### src/rtl/l1_l2_arbiter_pkg.sv
// Shared types for the L1 to L2 arbiter: port widths, FSM state and request command.
package l1_l2_arbiter_pkg;

  localparam int unsigned WordW = 16;
  localparam int unsigned LineW = 128;

  typedef logic [WordW-1:0] lc3b_word;
  typedef logic [LineW-1:0] lc3b_cache_line;

  typedef enum logic [1:0] {
    arb_idle,
    arb_serve_i,
    arb_serve_d
  } lc3b_arb_state;

  typedef struct packed {
    logic read;
    logic write;
  } lc3b_mem_cmd;

endpackage

### src/rtl/l1_l2_arbiter_req_reg.sv
// Request registers that drive the L2 port: address, writeback data and command.
module arb_req_reg
  import l1_l2_arbiter_pkg::*;
#(
  parameter int unsigned ADDR_W = 16,
  parameter int unsigned LINE_W = 128
) (
  input  logic              clk_i,
  input  logic              reset_i,
  input  logic              load_i,
  input  logic              clear_cmd_i,
  input  logic [ADDR_W-1:0] addr_i,
  input  logic [LINE_W-1:0] wdata_i,
  input  lc3b_mem_cmd       cmd_i,
  output logic [ADDR_W-1:0] addr_o,
  output logic [LINE_W-1:0] wdata_o,
  output lc3b_mem_cmd       cmd_o
);

  logic [ADDR_W-1:0] addr_q;
  logic [LINE_W-1:0] wdata_q;
  lc3b_mem_cmd       cmd_q;

  // Address and data hold after completion; only the command drops so L2 sees no new request.
  always_ff @(posedge clk_i) begin
    if (reset_i) begin
      addr_q  <= '0;
      wdata_q <= '0;
      cmd_q   <= '0;
    end else if (load_i) begin
      addr_q  <= addr_i;
      wdata_q <= wdata_i;
      cmd_q   <= cmd_i;
    end else if (clear_cmd_i) begin
      cmd_q   <= '0;
    end
  end

  assign addr_o  = addr_q;
  assign wdata_o = wdata_q;
  assign cmd_o   = cmd_q;

endmodule

### src/rtl/l1_l2_arbiter.sv
// Round-robin arbiter between the L1 I-cache and D-cache onto the shared L2 port.
module l1_l2_arbiter
  import l1_l2_arbiter_pkg::*;
#(
  parameter int unsigned ADDR_W = 16,
  parameter int unsigned LINE_W = 128
) (
  input  logic              clk,
  input  logic              reset,
  input  logic              i_mem_read,
  input  logic [ADDR_W-1:0] i_mem_address,
  output logic [LINE_W-1:0] i_mem_rdata,
  output logic              i_mem_resp,
  input  logic              d_mem_read,
  input  logic              d_mem_write,
  input  logic [ADDR_W-1:0] d_mem_address,
  input  logic [LINE_W-1:0] d_mem_wdata,
  output logic [LINE_W-1:0] d_mem_rdata,
  output logic              d_mem_resp,
  output logic              l2_read,
  output logic              l2_write,
  output logic [ADDR_W-1:0] l2_address,
  output logic [LINE_W-1:0] l2_wdata,
  input  logic [LINE_W-1:0] l2_rdata,
  input  logic              l2_resp
);

  lc3b_arb_state     state_q;
  logic              last_grant_q;  // 0 = I-cache, 1 = D-cache
  logic              i_req, d_req;
  logic              grant_i, grant_d;
  logic              load, clear_cmd;
  logic [ADDR_W-1:0] load_addr;
  lc3b_mem_cmd       load_cmd, cmd;

  assign i_req = i_mem_read;
  assign d_req = d_mem_read | d_mem_write;

  // On a tie the side that did not win last time is granted.
  assign grant_i = (state_q == arb_idle) & i_req & (~d_req | last_grant_q);
  assign grant_d = (state_q == arb_idle) & d_req & (~i_req | ~last_grant_q);

  assign load      = grant_i | grant_d;
  assign clear_cmd = (state_q != arb_idle) & l2_resp;
  assign load_addr = grant_i ? i_mem_address : d_mem_address;

  always_comb begin
    load_cmd = '0;
    if (grant_i) begin
      load_cmd.read = 1'b1;
    end else if (grant_d) begin
      load_cmd.write = d_mem_write;
      load_cmd.read  = ~d_mem_write;
    end
  end

  always_ff @(posedge clk) begin
    if (reset) begin
      state_q      <= arb_idle;
      last_grant_q <= 1'b1;
    end else begin
      unique case (state_q)
        arb_idle: begin
          if (grant_i) begin
            state_q      <= arb_serve_i;
            last_grant_q <= 1'b0;
          end else if (grant_d) begin
            state_q      <= arb_serve_d;
            last_grant_q <= 1'b1;
          end
        end
        arb_serve_i, arb_serve_d: begin
          if (l2_resp) state_q <= arb_idle;
        end
        default: state_q <= arb_idle;
      endcase
    end
  end

  arb_req_reg #(
    .ADDR_W (ADDR_W),
    .LINE_W (LINE_W)
  ) u_req_reg (
    .clk_i       (clk),
    .reset_i     (reset),
    .load_i      (load),
    .clear_cmd_i (clear_cmd),
    .addr_i      (load_addr),
    .wdata_i     (d_mem_wdata),
    .cmd_i       (load_cmd),
    .addr_o      (l2_address),
    .wdata_o     (l2_wdata),
    .cmd_o       (cmd)
  );

  assign l2_read  = cmd.read;
  assign l2_write = cmd.write;

  assign i_mem_resp  = (state_q == arb_serve_i) & l2_resp;
  assign d_mem_resp  = (state_q == arb_serve_d) & l2_resp;
  assign i_mem_rdata = l2_rdata;
  assign d_mem_rdata = l2_rdata;

endmodule

### config.mk
export PLATFORM = sky130hd
export DESIGN_NAME = l1_l2_arbiter
export DESIGN_NICKNAME = d
export VERILOG_FILES = /design/src/rtl/l1_l2_arbiter_pkg.sv /design/src/rtl/l1_l2_arbiter_req_reg.sv /design/src/rtl/l1_l2_arbiter.sv
export SDC_FILE = /design/constraint.sdc
export NUM_CORES = 1
export LEC_CHECK = 0
export CORE_AREA = 5 5 266 268
export DETAILED_ROUTE_END_ITERATION = 10
export DIE_AREA = 0 0 271 273
export GPL_ROUTABILITY_DRIVEN = 1
export PLACE_DENSITY = 0.33
export SKIP_CTS_REPAIR_TIMING = 1
export SLEW_MARGIN = 10
export SYNTH_ARGS = -nofsm -noshare
export SYNTH_HDL_FRONTEND = slang
export SYNTH_HIERARCHICAL = 1
export SYNTH_SLANG_ARGS = --single-unit
### constraint.sdc
create_clock -name clk -period 1.9 [get_ports clk]
set_input_delay 0.38 -clock clk [delete_from_list [all_inputs] [get_ports clk]]
set_output_delay 0.38 -clock clk [all_outputs]
set_load 0.005 [all_outputs]
# Word level (Yosys, flattened, before mapping)
# Cells that the tools add are included.
# word_totals
memories,0
register_bits,149
latch_bits,0
ramBits,0
mem_bits_ro,0
# classes
n_lt_le_gt_ge,0
eq_ne,4
n_shift,0
div,0
multipliers,0
add_sub_neg,0
reduce_logical,7
mux,12
bitwise,15
# op_table
cell,n
16-bit two-way mux,1
2-bit two-way mux,6
1-bit AND,7
2-bit nonzero test,3
1-bit two-way mux,4
1-bit inverter,4
1-bit bitwise OR,4
2-bit case mux with 2 select lines,1
2-bit AND reduction,2
"3-bit != test, second input constant",1
"2-bit by 1-bit equality test with 1-bit output, second input constant",1
"2-bit equality test, second input constant",1
2-bit zero test,1
"2-bit != test, second input constant",1
2-bit OR reduction,1

# Logic depth before layout (Yosys ltp)
# logic_depth
word_depth,6
depth_mapped,10
depth_no_buf,6

# Modules after synthesis
# Netlist, hierarchy kept.
# modules_own_cells
mod,cells_per_inst,instances,seq_area_each_um2,area_per_inst_um2
arb_req_reg,473,1,2922.8,5262.5
l1_l2_arbiter,309,1,60.1,2393.5

# Least setup slack after synthesis
# Ideal clock, no wire load.
# synth_path
path_kind,register -> register
from,reg state_q[0]
to,"reg u_req_reg.wdata_q[10], in the netlist u_req_reg/wdata_o[10]"
period_less_slack_ns,1.748
path_buffers,4
setup_ns,0.128
path_stages_with_launch,11
required_ns,1.772
arrival_ns,1.620
setup_slack_ns,0.152
cell_sequence,dfxtp_1 -> inv_1 -> ha_1 -> nand3_2 -> buf_2 -> o21ai_0 -> buf_6 -> buf_12 -> buf_8 -> mux2i_1 -> nor2_1
# synth_via
elab_chain_len,4
elab_cells_between_ends,6
# synth_rtl
element,line_no,text
start: declaration,l1_l2_arbiter.sv:28,lc3b_arb_state state_q;
start signal: assignment,l1_l2_arbiter.sv:59,state_q <= arb_idle;
start signal: assignment,l1_l2_arbiter.sv:65,state_q <= arb_serve_i;
start signal: assignment,l1_l2_arbiter.sv:68,state_q <= arb_serve_d;
2-bit zero test (*),"l1_l2_arbiter.sv:40, l1_l2_arbiter.sv:41",
1-bit AND (on tied branches) (2 in a row),"l1_l2_arbiter.sv:40, l1_l2_arbiter.sv:41",
1-bit bitwise OR (*),l1_l2_arbiter.sv:43,assign load = grant_i | grant_d;
via load,l1_l2_arbiter.sv:32,"logic load, clear_cmd;"
end signal: assignment,l1_l2_arbiter_req_reg.sv:32,wdata_q <= wdata_i;
end: declaration,l1_l2_arbiter_req_reg.sv:21,logic [LINE_W-1:0] wdata_q;
# The timed path passes the listed nets; every way through them passes the cells marked *.
# A chain may end at the register's enable or synchronous reset.

# Worst setup path after layout
# layout_path
from,"reg u_req_reg.wdata_q[105], in the netlist u_req_reg/wdata_o[105]"
to,out l2_wdata[105]
# layout_rtl
element,line_no,text
end: declaration,l1_l2_arbiter.sv:23,"output logic [LINE_W-1:0] l2_wdata,"
# No word-level cell between the ends.

==> results.py <==
metrics = {
    "clock_network": {
        "clock_latency_ns": 0.47,
        "cts.sinks": 149,
        "cts-root-buf": "clkbuf_16",
        "cts_tree": "done",
        "cts_max_path_buffers": 2,
        "numCtsBuffers": 17,
        "cts-htree-levels": 4,
        "clkSlewWorstSetupHoldPaths_ns": 0.07,
    },
    "hold_path": {
        "min-delay-start": "reset",
        "hold_class": "in -> reg",
    },
    "pwr": {
        "power.switching_mw": 4.022,
        "p_leak_nw": 4.278,
        "p_seq_frac": 0.324,
        "swShare": 0.3080,
        "power_frac_comb": 0.390,
        "pwr-share-clk": 0.286,
        "ir_drop_mv": 0.5038,
        "p_int_mw": 9.037,
        "powerDensity_nw_per_um2": 1232,
        "p_total_mw": 13.06,
    },
    "global_route": {
        "grt_max_degree": 57,
        "grt_remaining_overflow": 0,
        "grt_pass1_vias": 5482,
        "antenna_found_initial": 1,
        "grt_pass1_wl_mm": 35.60,
        "grt_use_total": 0.06504,
    },
    "floorplanning": {
        "chipWidth_um": 271,
        "core_um2": 68110,
        "die_area_um2": 73980,
        "rows": 96,
        "ios": 698,
        "initial_core_util": 0.1124,
        "die_h_um": 273,
    },
    "cells_and_area": {
        "syn_to_final_growth_pct": 38.44,
        "fin_cells": 1749,
        "multiInputGateArea_um2": 2412,
        "diodes": 0,
        "final_cell_mix": "307 x clkdlybuf4s50_1, 146 x nor2_1, 146 x dfxtp_1",
        "final_common_cell": "clkdlybuf4s50_1",
        "post-route-cell-area_um2": 10600,
        "area.sequential_um2": 2987,
        "num-nets-final": 1152,
        "final_core_util": 0.1556,
        "fillers": 7610,
        "drive_gt1_frac": 0.1015,
    },
    "logic_synthesis": {
        "netlist_area_um2": 7656,
        "seq_area_frac_synth": 0.3896,
        "syn_avg_cell_area_um2": 9.790,
        "synth-edff-count": 0,
        "synth_nets": 1080,
        "ys_types": 27,
        "synth_seq_cells": 149,
        "yosys.area.top_type": "dfxtp_1",
        "synthCells": 782,
        "ys_top_cells_by_area": "dfxtp_1 39%, buf_4 25%, mux2i_1 19%",
        "yosysWarningCount": 6,
        "async_reset_ff_frac": 0,
        "yosys_most_used_dff": "dfxtp_1",
        "synth.top_cell.area_share": 0.3896,
    },
    "sta": {
        "setup-tns-final_ns": 0,
        "period_share": 0.9399,
        "maxSlewHeadroom": 0.7549,
        "finalHoldViolCount": 0,
        "setup_ws_ns": 0.1141,
        "clock-skew-final_ns": 0.02289,
        "finalSetupViolCount": 0,
        "rsz0062_at_grt": "no",
        "tightestPinTransition_ns": 0.3677,
        "drv_slew": 0,
        "fmax_mhz": 559.9,
        "holdWs_ns": 0.2987,
        "fin_crit_ns": 1.786,
    },
    "critical_path": {
        "startpoint_type": "flop",
        "cp_num_buf_inv": 1,
        "path_cells": "clkdlybuf4s50_1",
        "slowest_delay_ns": 0.55,
        "worstPathMaxFanout": 2,
        "crit_path_end_kind": "primary output",
        "crit_required_ns": 1.52,
        "critPathKind": "reg -> out",
        "cp-startpoint": "u_req_reg/wdata_o[105]",
        "cp.arrival_ns": 1.41,
        "crit_family": "buffers and inverters",
        "reg2reg_from": "state_q[0]",
        "cp_slowest_cell": "clkdlybuf4s50_1",
    },
    "placement": {
        "detailed_place_hpwl_mm": 18.46,
        "post_dp_cell_area_um2": 9961,
        "dp.cells": 1717,
        "place.port_buffers": 313,
        "place_ws_ns": -0.2392,
        "place_congestion": 0.6682,
    },
    "drt": {
        "routed_wl_mm": 24.32,
        "via_count": 5035,
        "post-route-drc-count": 0,
        "drt-vias-per-instance": 2.879,
        "wl_per_cell_um": 13.91,
        "drt-pass1-iter-count": 4,
        "drt-initial-drc-count": 130,
        "ant_nets": 0,
    },
    "status": {
        "outcome": "finished, final reports clean",
    },
    "flow_run": {
        "cap_violations": 0,
    },
}
==> final timing paths <==
path | end | cells past startpoint | slack, ns
hold reg to reg | u_req_reg/wdata_o[78] | 2 | 0.49
setup / recovery | l2_wdata[105] | 1 | 0.11
hold / removal | u_req_reg/addr_o[5] | 2 | 0.30
setup reg to reg | u_req_reg/wdata_o[42] | 8 | 0.17
==> synth_stat cells (all sizes together) (3+ instances only) <==
cell type	count
buf	280
mux2i	145
inv	3
nor2	146
clkbuf	11
nand2	6
o21ai	3
ha	4
mux2	16
dfxtp	149
a21oi	3
==> registers in the layout, indices dropped and copies added, names as in the netlist <==
| name | flops |
|---|---|
| last_grant_q | 1 |
| state_q | 2 |
| u_req_reg/addr_o | 16 |
| u_req_reg/cmd_o | 2 |
| u_req_reg/wdata_o | 128 |
==> routing by layer <==
| metal | vias up | share of wire | GRT usage |
|---|---|---|---|
| li1 | 2407 | - | - |
| met1 | 2181 | 0.39 | 0.06732 |
| met2 | 384 | 0.42 | 0.09132 |
| met3 | 61 | 0.15 | 0.05435 |
| met4 | 2 | 0.038 | 0.03518 |
| met5 | - | 0.00045 | 0.002632 |
==> final cells by class <==
| class | instances | area share |
|---|---|---|
| inverter | 3 | 0.001062 |
| clock inverter | 13 | 0.01594 |
| sequential | 149 | 0.2818 |
| timing repair buffer | 344 | 0.3268 |
| multi-input combinational | 339 | 0.2276 |
| tap | 882 | 0.1041 |
| clock buffer | 19 | 0.04273 |
==> power by group through the flow <==
stage	registers, mW	clock network, mW	logic (mW)
after floorplan	4.31	0	3.23
after CTS	4.25	4.00	5.25
after global placement	4.31	0	5.24
after global routing	4.35	4.09	5.57
after detailed placement	4.30	0	5.22
final	4.24	3.73	5.09
==> logic make-up (layout without fill, tap and decap cells) <==
kind of cell,count (synthesis),count (layout),synth area share
adders and majority gates,4,4,0.006537
AOI/OAI and AO/OA,10,10,0.008335
and+or+nand+nor,164,164,0.08564
buffers and inverters,294,379,0.2968
muxes,161,161,0.2131
DFF,149,149,0.3896
No activity file was read; power rests on OpenSTA's default activity.
